<file path="config.mk">
export PLATFORM = sky130hd
export DESIGN_NAME = id_ex_stage
export DESIGN_NICKNAME = d
export VERILOG_FILES = /design/src/rtl/id_ex_stage.sv
export SDC_FILE = /design/constraint.sdc
export NUM_CORES = 1
export LEC_CHECK = 0
export BUFFER_PORTS_ARGS = -buffer_cell sky130_fd_sc_hd__buf_2
export CORE_MARGIN = 2
export CORE_UTILIZATION = 50
export CTS_CLUSTER_SIZE = 24
export DETAILED_ROUTE_END_ITERATION = 10
export HOLD_SLACK_MARGIN = 0.03
export MAX_ROUTING_LAYER = met4
export PLACE_DENSITY = 0.91
export REMOVE_ABC_BUFFERS = 1
export SLEW_MARGIN = 20
export SYNTH_ARGS = -nofsm -noshare
export SYNTH_HDL_FRONTEND = slang
export SYNTH_SLANG_ARGS = --single-unit
</file>
<file path="constraint.sdc">
create_clock -name clk -period 3.2 [get_ports clk]
set_clock_uncertainty 0.15 [all_clocks]
set_input_delay 0.16 -clock clk [delete_from_list [all_inputs] [get_ports clk]]
set_output_delay 0.16 -clock clk [all_outputs]
set_load 0.02 [all_outputs]
</file>
<file path="src/rtl/id_ex_stage.sv">
// Decode->execute pipeline register with load-use hazard detection and event counters.
// Latency: 1 cycle id->ex; a load-use stall costs exactly one bubble.
// Backpressure: hold freezes the stage; stall_out stops PC/IF-ID on hold or load-use.
module id_ex_stage #(
  parameter int XLEN  = 32,
  parameter int CNT_W = 16
) (
  input  logic             clk,
  input  logic             rst_n,
  input  logic             id_valid,
  input  logic [XLEN-1:0]  id_pc,
  input  logic [XLEN-1:0]  id_rs1_data,
  input  logic [XLEN-1:0]  id_rs2_data,
  input  logic [XLEN-1:0]  id_imm,
  input  logic [4:0]       id_rs1,
  input  logic [4:0]       id_rs2,
  input  logic [4:0]       id_rd,
  input  logic [2:0]       id_funct3,
  input  logic             id_funct7b5,
  input  logic [8:0]       id_ctrl,
  input  logic             hold,
  input  logic             flush,
  output logic             stall_out,
  output logic             ex_valid,
  output logic [XLEN-1:0]  ex_pc,
  output logic [XLEN-1:0]  ex_rs1_data,
  output logic [XLEN-1:0]  ex_rs2_data,
  output logic [XLEN-1:0]  ex_imm,
  output logic [4:0]       ex_rs1,
  output logic [4:0]       ex_rs2,
  output logic [4:0]       ex_rd,
  output logic [2:0]       ex_funct3,
  output logic             ex_funct7b5,
  output logic [8:0]       ex_ctrl,
  output logic [CNT_W-1:0] stall_cnt,
  output logic [CNT_W-1:0] flush_cnt
);

  // ex_ctrl[7] is mem_read: the instruction in EX is a load.
  logic load_use;
  logic bubble;

  // Load-use detection: both source indices compared unconditionally (spurious stalls are harmless).
  always_comb begin
    load_use = id_valid & ex_valid & ex_ctrl[7] & (ex_rd != 5'd0) &
               ((ex_rd == id_rs1) | (ex_rd == id_rs2));
    bubble   = flush | load_use;
  end

  // Flush overrides the stall because the decode instruction is killed anyway; forced low in reset.
  assign stall_out = rst_n & (hold | (load_use & ~flush));

  // Pipeline register: hold freezes, flush/load-use inject a bubble, otherwise capture decode.
  always_ff @(posedge clk or negedge rst_n) begin
    if (!rst_n) begin
      ex_valid    <= 1'b0;
      ex_pc       <= '0;
      ex_rs1_data <= '0;
      ex_rs2_data <= '0;
      ex_imm      <= '0;
      ex_rs1      <= '0;
      ex_rs2      <= '0;
      ex_rd       <= '0;
      ex_funct3   <= '0;
      ex_funct7b5 <= 1'b0;
      ex_ctrl     <= '0;
    end else if (!hold) begin
      if (bubble) begin
        ex_valid    <= 1'b0;
        ex_pc       <= '0;
        ex_rs1_data <= '0;
        ex_rs2_data <= '0;
        ex_imm      <= '0;
        ex_rs1      <= '0;
        ex_rs2      <= '0;
        ex_rd       <= '0;
        ex_funct3   <= '0;
        ex_funct7b5 <= 1'b0;
        ex_ctrl     <= '0;
      end else begin
        ex_valid    <= id_valid;
        ex_pc       <= id_pc;
        ex_rs1_data <= id_rs1_data;
        ex_rs2_data <= id_rs2_data;
        ex_imm      <= id_imm;
        ex_rs1      <= id_rs1;
        ex_rs2      <= id_rs2;
        ex_rd       <= id_rd;
        ex_funct3   <= id_funct3;
        ex_funct7b5 <= id_funct7b5;
        // An invalid slot must never carry live control (e.g. reg_write) into EX.
        ex_ctrl     <= id_valid ? id_ctrl : 9'b0;
      end
    end
  end

  // Saturating bubble counters; flush takes priority so a simultaneous load-use is not counted.
  always_ff @(posedge clk or negedge rst_n) begin
    if (!rst_n) begin
      stall_cnt <= '0;
      flush_cnt <= '0;
    end else if (!hold) begin
      if (flush) begin
        if (flush_cnt != {CNT_W{1'b1}}) flush_cnt <= flush_cnt + 1'b1;
      end else if (load_use) begin
        if (stall_cnt != {CNT_W{1'b1}}) stall_cnt <= stall_cnt + 1'b1;
      end
    end
  end

endmodule
</file>
==> results of run 1 <==
-- critical path, stage by stage, from the launching register on --
cell and delay, ns:
dfrtp_1 0.46, or4_4 0.57, o2111ai_4 0.43, o21ai_4 0.12, buf_12 0.25, o31ai_1 0.33, dlygate4sd3_1 0.59
-- cell type report --
cell class,count,area (µm²)
Antenna cell,1,2.50
Clock buffer,19,443
Clock inverter,13,156
Fill cell,1185,5350
Inverter,152,571
Multi-Input combinational cell,449,4110
Sequential cell,189,4730
Tap cell,265,332
Timing Repair Buffer,526,3570
-- power by group through the flow --
| stage | registers [µW] | clock network, µW | logic, µW |
|---|---|---|---|
| after CTS | 2710 | 2220 | 1410 |
| after detailed placement | 2750 | 0 | 1240 |
| after global routing | 2740 | 2350 | 1530 |
| after global placement | 2740 | 0 | 1210 |
| final | 2720 | 2210 | 1440 |
| after floorplan | 2980 | 0 | 474 |
-- stage by stage --
| step | power [µW] | instance area [µm²] |
|---|---|---|
| floorplan | 3450 | 9400 |
| global placement | 3950 | 11600 |
| detailed placement | 3990 | 11600 |
| CTS | 6340 | 13900 |
| global route | 6620 | 13900 |
| finish | 6370 | 13900 |
-- kinds of logic after synthesis --
logic type / after synthesis
compound gates: 176
xor+xnor: 36
fa+ha+maj: 2
buf+inv: 206
flops: 189
mux: 2
simple gates: 233
-- state kept, by name (all words and copies together), names as in the netlist --
name	cells
stall_cnt	16
ex_ctrl	9
ex_rs2	5
ex_valid	1
ex_rs2_data	32
ex_imm	32
flush_cnt	16
ex_funct3	3
ex_rd	5
ex_funct7b5	1
ex_rs1	5
ex_rs1_data	32
ex_pc	32
-- placed cells by master, fill, tap and decap left out, drive strengths merged, types with 4 or more instances in the layout --
cell	synthesis	routed
buf	18	357
dfrtp	189	189
dlygate4sd3	0	168
nand2	164	164
inv	152	157
o31ai	149	149
xnor2	33	33
nand3	21	21
clkbuf	36	20
nor2	12	12
nand4	10	10
a21oi	8	8
nor3	7	7
a32o	7	7
nand4b	5	5
and3	4	4
-- final timing paths --
check	startpoint	to	slack, ns
min	rst_n	ex_imm[8]$_DFFE_PN0N_	0.04
min in group clk	hold	ex_rs1_data[8]$_DFFE_PN0N_	0.05
max reg2reg	ex_rd[1]$_DFFE_PN0N_	ex_rs1_data[17]$_DFFE_PN0N_	0.12
max in group asynchronous	rst_n	ex_ctrl[0]$_DFFE_PN0N_	1.95
max	ex_rd[1]$_DFFE_PN0N_	ex_rs1_data[17]$_DFFE_PN0N_	0.12
min reg2reg	ex_pc[11]$_DFFE_PN0N_	ex_pc[11]$_DFFE_PN0N_	0.33
-- per-layer routing --
metal / routed length, µm / GRT usage, % / vias to the layer above
met2: 15700 / 50.2 / 440
met5: 0 / - / -
met3: 1880 / 6.60 / 136
li1: - / - / 3814
met1: 10800 / 32.3 / 4104
met4: 1840 / 19.0 / 0
==> results.json, run 1 <==
{
  "status": "finished clean",
  "min_period_ns": 3.08,
  "hold_viol": 0,
  "grtUsageTotal_pct": 30.0,
  "pwr-share-comb_pct": 22.6,
  "p_per_area_nw_per_um2": 458,
  "reg2reg_depth": 6,
  "synth_most_common_cell": "dfrtp_1",
  "grt_pass1_wl_um": 46500,
  "clockPowerShare_pct": 34.7,
  "htreeDepth": 4,
  "synthAdderAreaFrac_pct": 0.257,
  "yosysSeqAreaShare_pct": 48.6,
  "fin_hold_ws_ns": 0.0411,
  "place_congestion": 0.845,
  "vias_per_cell": 5.26,
  "grt_max_degree": 123,
  "p_int_uw": 4360,
  "clockBufferDepth": 2,
  "grt_overflow": 0,
  "swShare_pct": 31.6,
  "drt_wl_total_um": 30200,
  "start_util_pct": 50.5,
  "rsz0062_at_grt": "false",
  "drc": 0,
  "synthSimpleGateAreaFrac_pct": 10.4,
  "vdd_drop_max_mv": 0.348,
  "synth_edf_count": 0,
  "dp.cells": 1413,
  "seq_power_share_pct": 42.7,
  "fp.dieW_um": 144,
  "finalCritPeriodShare_pct": 96.2,
  "path_class": "reg2reg",
  "tritoncts": "yes",
  "cts_sinks": 189,
  "finalSetupTns_ns": 0,
  "setup_violations": 0,
  "cap_violations": 0,
  "synth_area_um2": 9740,
  "place_ws_ns": 0.708,
  "ys_ff_latch": 189,
  "dr.pass1.iters": 5,
  "areaGrowthSynthToFinish_pct": 43.0,
  "hold_path_class": "in2async",
  "syn_avg_cell_area_um2": 11.5,
  "post-cts-setup-buffer-count": 0,
  "synth_mux_area_share_pct": 0.231,
  "netlist.area_leader.share_pct": 48.6,
  "instances_no_fill": 1614,
  "die_y_um": 144,
  "leakage_uw": 0.00698,
  "drtIter0Drc": 558,
  "critPathRequiredTime_ns": 3.42,
  "fin_util_pct": 72.2,
  "clk_pin_slew_ns": 0.08,
  "ctsHoldBuffers": 168,
  "io_buffers": 350,
  "arrival_ns": 3.30,
  "layout-drive-gt1-share_pct": 36.7,
  "worstSetupStartpointType": "flip-flop",
  "slew_viol_final": 0,
  "critPathMaxFanout": 78,
  "cts_buffers": 17,
  "synth_compound_area_share_pct": 28.0,
  "p_sw_uw": 2010,
  "max_clock_freq_mhz": 325,
  "synth_area_leaders": "dfrtp_1, o31ai_4, nand2_1",
  "rows": 51,
  "routed-via-count": 8494,
  "io_pins": 351,
  "fin_nets": 1498,
  "synth_top_family_by_area": "compound AO/OA/AOI/OAI gates",
  "relSlewSlack_pct": 36.5,
  "synth-xor-area-share_pct": 3.24,
  "worst_slack_ns": 0.121,
  "root_buffer": "clkbuf_16",
  "cts_resized": 0,
  "dieArea_um2": 20600,
  "worstMarginPinSlew_ns": 0.953,
  "routedWlPerCell_um": 18.7,
  "ys.warnings.count": 0,
  "place_hpwl_um": 17300,
  "fp.coreArea_um2": 19300,
  "synth_common_cells": "dfrtp_1, nand2_1, inv_1",
  "yosys.cell_types.count": 41,
  "grt_pass1_vias": 8905,
  "async_reset_ff_share_pct": 100,
  "synth_area_leader_cell": "dfrtp_1",
  "syn-instance-count": 844,
  "antenna_found_initial": 1,
  "clk_latency_ns": 0.43,
  "setup.worst_path.end_class": "flip-flop",
  "ant_nets": 0,
  "ys.flop_type": "dfrtp_1"
}
Note: power is estimated with default switching activity, not from simulation.
==> run 2: changes to the inputs <==
- CORE_ASPECT_RATIO: default -> 0.7
- PLACE_DENSITY: 0.91 -> 0.83
==> run 2 against run 1 <==
  * Sequential cell count stayed put
  * Non-clock buffer count is 1 higher
  * Wire length is 1.0% lower
  * Clock power down 8%
  * Largest power group unchanged
  * Final area is 0.22% lower
  * Worst hold slack better by 0.031 ns
  * Combinational power about the same
  * Setup slack better by 0.055 ns
  * Die area about the same
  * Critical path depth unchanged
  * Total power is 2.8% lower
==> results.json, run 2 (same netlist as run 1, synthesis figures left out) <==
{
  "drt_wl_total_um": 29900,
  "dr.pass1.iters": 6,
  "finalCritPeriodShare_pct": 94.5,
  "rsz0062_at_grt": "false",
  "htreeDepth": 4,
  "seq_power_share_pct": 44.0,
  "worstMarginPinSlew_ns": 1.18,
  "top_layer": "met4",
  "layout-drive-gt1-share_pct": 36.6,
  "min_period_ns": 3.02,
  "path_class": "reg2reg",
  "cts_resized": 0,
  "grt_pass1_vias": 9061,
  "cap_violations": 0,
  "clk_latency_ns": 0.42,
  "fp.coreArea_um2": 19000,
  "fin_nets": 1499,
  "cts_sinks": 189,
  "fp.dieW_um": 171,
  "tritoncts": "yes",
  "critPathRequiredTime_ns": 3.41,
  "dieArea_um2": 20600,
  "vdd_drop_max_mv": 0.270,
  "dp.cells": 1412,
  "instances_no_fill": 1616,
  "clk_pin_slew_ns": 0.08,
  "final_cell_mix": "buf_2, dfrtp_1, dlygate4sd3_1, nand2_1, inv_1",
  "max_clock_freq_mhz": 331,
  "grt_max_degree": 112,
  "post-cts-setup-buffer-count": 0,
  "leakage_uw": 0.00695,
  "grt_overflow": 0,
  "wl_met2_um": 15200,
  "drc": 0,
  "relSlewSlack_pct": 21.5,
  "slew_viol_final": 0,
  "start_util_pct": 51.3,
  "hold_path_class": "in2reg",
  "p_int_uw": 4200,
  "io_buffers": 350,
  "clockPowerShare_pct": 32.8,
  "grt_pass1_wl_um": 47300,
  "ant_nets": 0,
  "clockBufferDepth": 2,
  "swShare_pct": 32.1,
  "areaGrowthSynthToFinish_pct": 42.6,
  "p_sw_uw": 1990,
  "io_pins": 351,
  "setup.worst_path.end_class": "flip-flop",
  "pwr-share-comb_pct": 23.1,
  "place_congestion": 0.895,
  "vias_per_cell": 5.18,
  "place_hpwl_um": 16900,
  "fin_util_pct": 73.2,
  "status": "finished clean",
  "worstSetupStartpointType": "flip-flop",
  "p_per_area_nw_per_um2": 446,
  "grtUsageTotal_pct": 30.4,
  "setup_violations": 0,
  "ctsHoldBuffers": 169,
  "routedWlPerCell_um": 18.5,
  "root_buffer": "clkbuf_16",
  "antenna_found_initial": 1,
  "final_common_cell": "buf_2",
  "wl_met1_um": 11100,
  "drtIter0Drc": 749,
  "routed-via-count": 8378,
  "dr_wl_met3_um": 2260,
  "hold_viol": 0,
  "critPathMaxFanout": 29,
  "rows": 42,
  "die_y_um": 121,
  "cts_buffers": 17,
  "arrival_ns": 3.24
}
-- run 2: metal layers --
metal  vias up  track usage, %
met1      4018            33.3
met4         0            14.5
met5         -               -
met2       430            51.8
li1       3812               -
met3       118            8.15
-- run 2: worst max-delay path, cell delays in order, from the launching register on --
cell,delay (ns)
dfrtp_1,0.46
or4_4,0.57
o2111ai_4,0.44
o21ai_4,0.11
buf_4,0.35
o31ai_1,0.27
dlygate4sd3_1,0.58
-- run 2: worst paths after layout --
path | startpoint | end | slack, ns | cells after the start
max in group asynchronous | rst_n | ex_rs2_data[0]$_DFFE_PN0N_ | 1.86 | 3
min | hold | ex_imm[19]$_DFFE_PN0N_ | 0.07 | 2
min in group asynchronous | rst_n | stall_cnt[4]$_DFFE_PN0P_ | 0.13 | 2
max | ex_rd[1]$_DFFE_PN0N_ | ex_rs1_data[25]$_DFFE_PN0N_ | 0.18 | 6
max reg2reg | ex_rd[1]$_DFFE_PN0N_ | ex_rs1_data[25]$_DFFE_PN0N_ | 0.18 | 6
min reg2reg | ex_pc[17]$_DFFE_PN0N_ | ex_pc[17]$_DFFE_PN0N_ | 0.34 | 2
-- run 2: cell type report --
class                           instances  area [µm²]
Antenna cell                            3        7.51
Clock buffer                           20         447
Clock inverter                         12         108
Fill cell                            1177        5080
Inverter                              152         571
Multi-Input combinational cell        449        4110
Sequential cell                       189        4730
Tap cell                              264         330
Timing Repair Buffer                  527        3580
-- run 2: metrics by stage --
step | power, µW | instance area [µm²] | setup TNS [ns] | hold WS [ns] | worst slack, ns
after floorplan | 3450 | 9400 | -822.04 | -0.286 | -6.21
after global placement | 3950 | 11600 | 0 | 0.0203 | 0.657
after detailed placement | 3990 | 11600 | 0 | 0.0277 | 0.577
after CTS | 6170 | 13900 | 0 | 0.0559 | 0.210
after global routing | 6440 | 13900 | 0 | 0.0814 | 0.0351
final | 6190 | 13900 | 0 | 0.0716 | 0.176
-- run 2: power by group through the flow --
stage / combinational, µW / clock (µW) / sequential (µW)
after floorplan: 474 / 0 / 2980
after global placement: 1210 / 0 / 2740
after detailed placement: 1230 / 0 / 2750
after CTS: 1400 / 2060 / 2710
after global routing: 1530 / 2160 / 2740
final: 1430 / 2030 / 2730
==> run 3: changes to the inputs <==
- CORE_UTILIZATION: 50 -> 40
- PLACE_DENSITY: 0.83 -> 0.7
==> run 3 against run 2 <==
  * First-iteration DRC count decreased by 31%
  * Core utilization is 14 points lower
  * Count of clock-buffer cells in the layout increased by 1
  * Sequential share of layout area is 0.28 points lower
  * Register-to-register slack better by 0.28 ns
  * Highest routed layer unchanged
==> results.json, run 3 (same netlist as run 1, synthesis figures left out) <==
{
  "regToRegStartpoint": "ex_rd[1]$_DFFE_PN0N_",
  "slew_viol_final": 0,
  "grt_overflow": 0,
  "rsz0062_at_grt": "false",
  "nFillCells": 1879,
  "place_congestion": 0.873,
  "routedWlPerCell_um": 16.3,
  "io_pins": 351,
  "clockBufferDepth": 2,
  "routed-via-count": 7943,
  "setup.worst_path.end_class": "primary output",
  "fin_area_um2": 14000,
  "hold_path_class": "in2reg",
  "hold_viol": 0,
  "grt_pass1_vias": 8121,
  "finalCritPeriodShare_pct": 88.1,
  "rows": 47,
  "path_class": "reg2out",
  "grt_pass1_wl_um": 42800,
  "arrival_ns": 2.51,
  "status": "finished clean",
  "p_per_area_nw_per_um2": 455,
  "layout-drive-gt1-share_pct": 36.7,
  "dieArea_um2": 25600,
  "areaGrowthSynthToFinish_pct": 43.8,
  "htreeDepth": 4,
  "fin_util_pct": 58.9,
  "clk_pin_slew_ns": 0.07,
  "grtUsageTotal_pct": 21.8,
  "place_hpwl_um": 17600,
  "max_clock_freq_mhz": 355,
  "cts_resized": 0,
  "worstMarginPinSlew_ns": 0.854,
  "drtIter0Drc": 520,
  "start_util_pct": 41.0,
  "die_y_um": 135,
  "fp.dieW_um": 190,
  "drc": 0,
  "cap_violations": 0,
  "vdd_drop_max_mv": 0.371,
  "grt_max_degree": 117,
  "ctsHoldBuffers": 166,
  "critPathLaunch": "ex_rd[1]$_DFFE_PN0N_",
  "io_buffers": 350,
  "final_common_cell": "buf_2",
  "clk_latency_ns": 0.43,
  "vias_per_cell": 4.76,
  "final_cell_mix": "buf_2, dfrtp_1, dlygate4sd3_1, nand2_1, inv_1",
  "fin_nets": 1497,
  "tritoncts": "yes",
  "cts_buffers": 17,
  "root_buffer": "clkbuf_16",
  "hp-start": "id_valid",
  "fp.coreArea_um2": 23800,
  "postPlaceCellArea_um2": 11700,
  "dr.pass1.iters": 5,
  "antenna_found_initial": 2,
  "relSlewSlack_pct": 43.0,
  "critPathRequiredTime_ns": 2.89,
  "drt_wl_total_um": 27200,
  "cts_sinks": 189,
  "ant_nets": 0,
  "leakage_uw": 0.00699,
  "min_period_ns": 2.82,
  "setup_violations": 0,
  "critPathMaxFanout": 12,
  "worstSetupStartpointType": "flip-flop",
  "post-cts-setup-buffer-count": 0
}
-- run 3: changes by cell type in the layout (fill, tap and decap cells not counted), moves of 3 or more --
cell,previous run,this run
bufinv_16,0,3
clkinvlp_4,6,3
dlygate4sd3_1,169,166
inv_6,1,4
inv_8,4,0
-- run 3: layout make-up --
cell class	instances	area (µm²)	share of cell area, %
antenna	2	5.00	0.0357
clock buffer	21	460	3.29
clock inverter	11	153	1.09
inverter	152	571	4.08
multi-input combinational	449	4110	29.4
sequential	189	4730	33.8
tap	318	398	2.84
timing repair buffer	525	3570	25.5
-- run 3: final timing paths --
kind	endpoint	slack [ns]	cells after the start
max	stall_out	0.38	6
min	ex_ctrl[4]$_DFFE_PN0N_	0.04	3
max reg2reg	ex_ctrl[5]$_DFFE_PN0N_	0.46	5
min reg2reg	ex_rs1_data[26]$_DFFE_PN0N_	0.33	2
max in group asynchronous	ex_imm[18]$_DFFE_PN0N_	1.67	3
min in group asynchronous	ex_pc[14]$_DFFE_PN0N_	0.14	2
-- run 3: stage by stage --
| step | TNS, ns | hold slack (ns) | power, µW | worst slack (ns) | cells |
|---|---|---|---|---|---|
| final | 0 | 0.0432 | 6370 | 0.381 | 1667 |
| after global routing | 0 | 0.0582 | 6650 | 0.223 | 1667 |
| after CTS | 0 | 0.0313 | 6420 | 0.356 | 1665 |
| after detailed placement | 0 | 0.0741 | 4000 | 0.741 | 1467 |
| after global placement | 0 | 0.0680 | 3980 | 0.824 | 1467 |
| after floorplan | -822.04 | -0.286 | 3450 | -6.21 | 790 |
-- run 3: critical path: stages, from the launching register on --
cell       delay [ns]
dfrtp_1          0.43
or4_4            0.56
o2111ai_4        0.42
nor2_1           0.23
a21oi_1          0.20
nor2b_1          0.06
buf_2            0.16
-- run 3: where the power goes --
part           internal (µW)  total (µW)  switching, µW
clock network           1280        2240            958
logic                    584        1420            831
registers               2570        2710            136
total                   4440        6370           1920
-- run 3: per-layer routing --
layer	GRT usage [%]	share of wire (%)	vias to the layer above
li1	-	-	3810
met1	25.8	41	3828
met2	36.0	50	278
met3	6.89	8.2	27
met4	5.90	1.5	0
met5	-	0	-
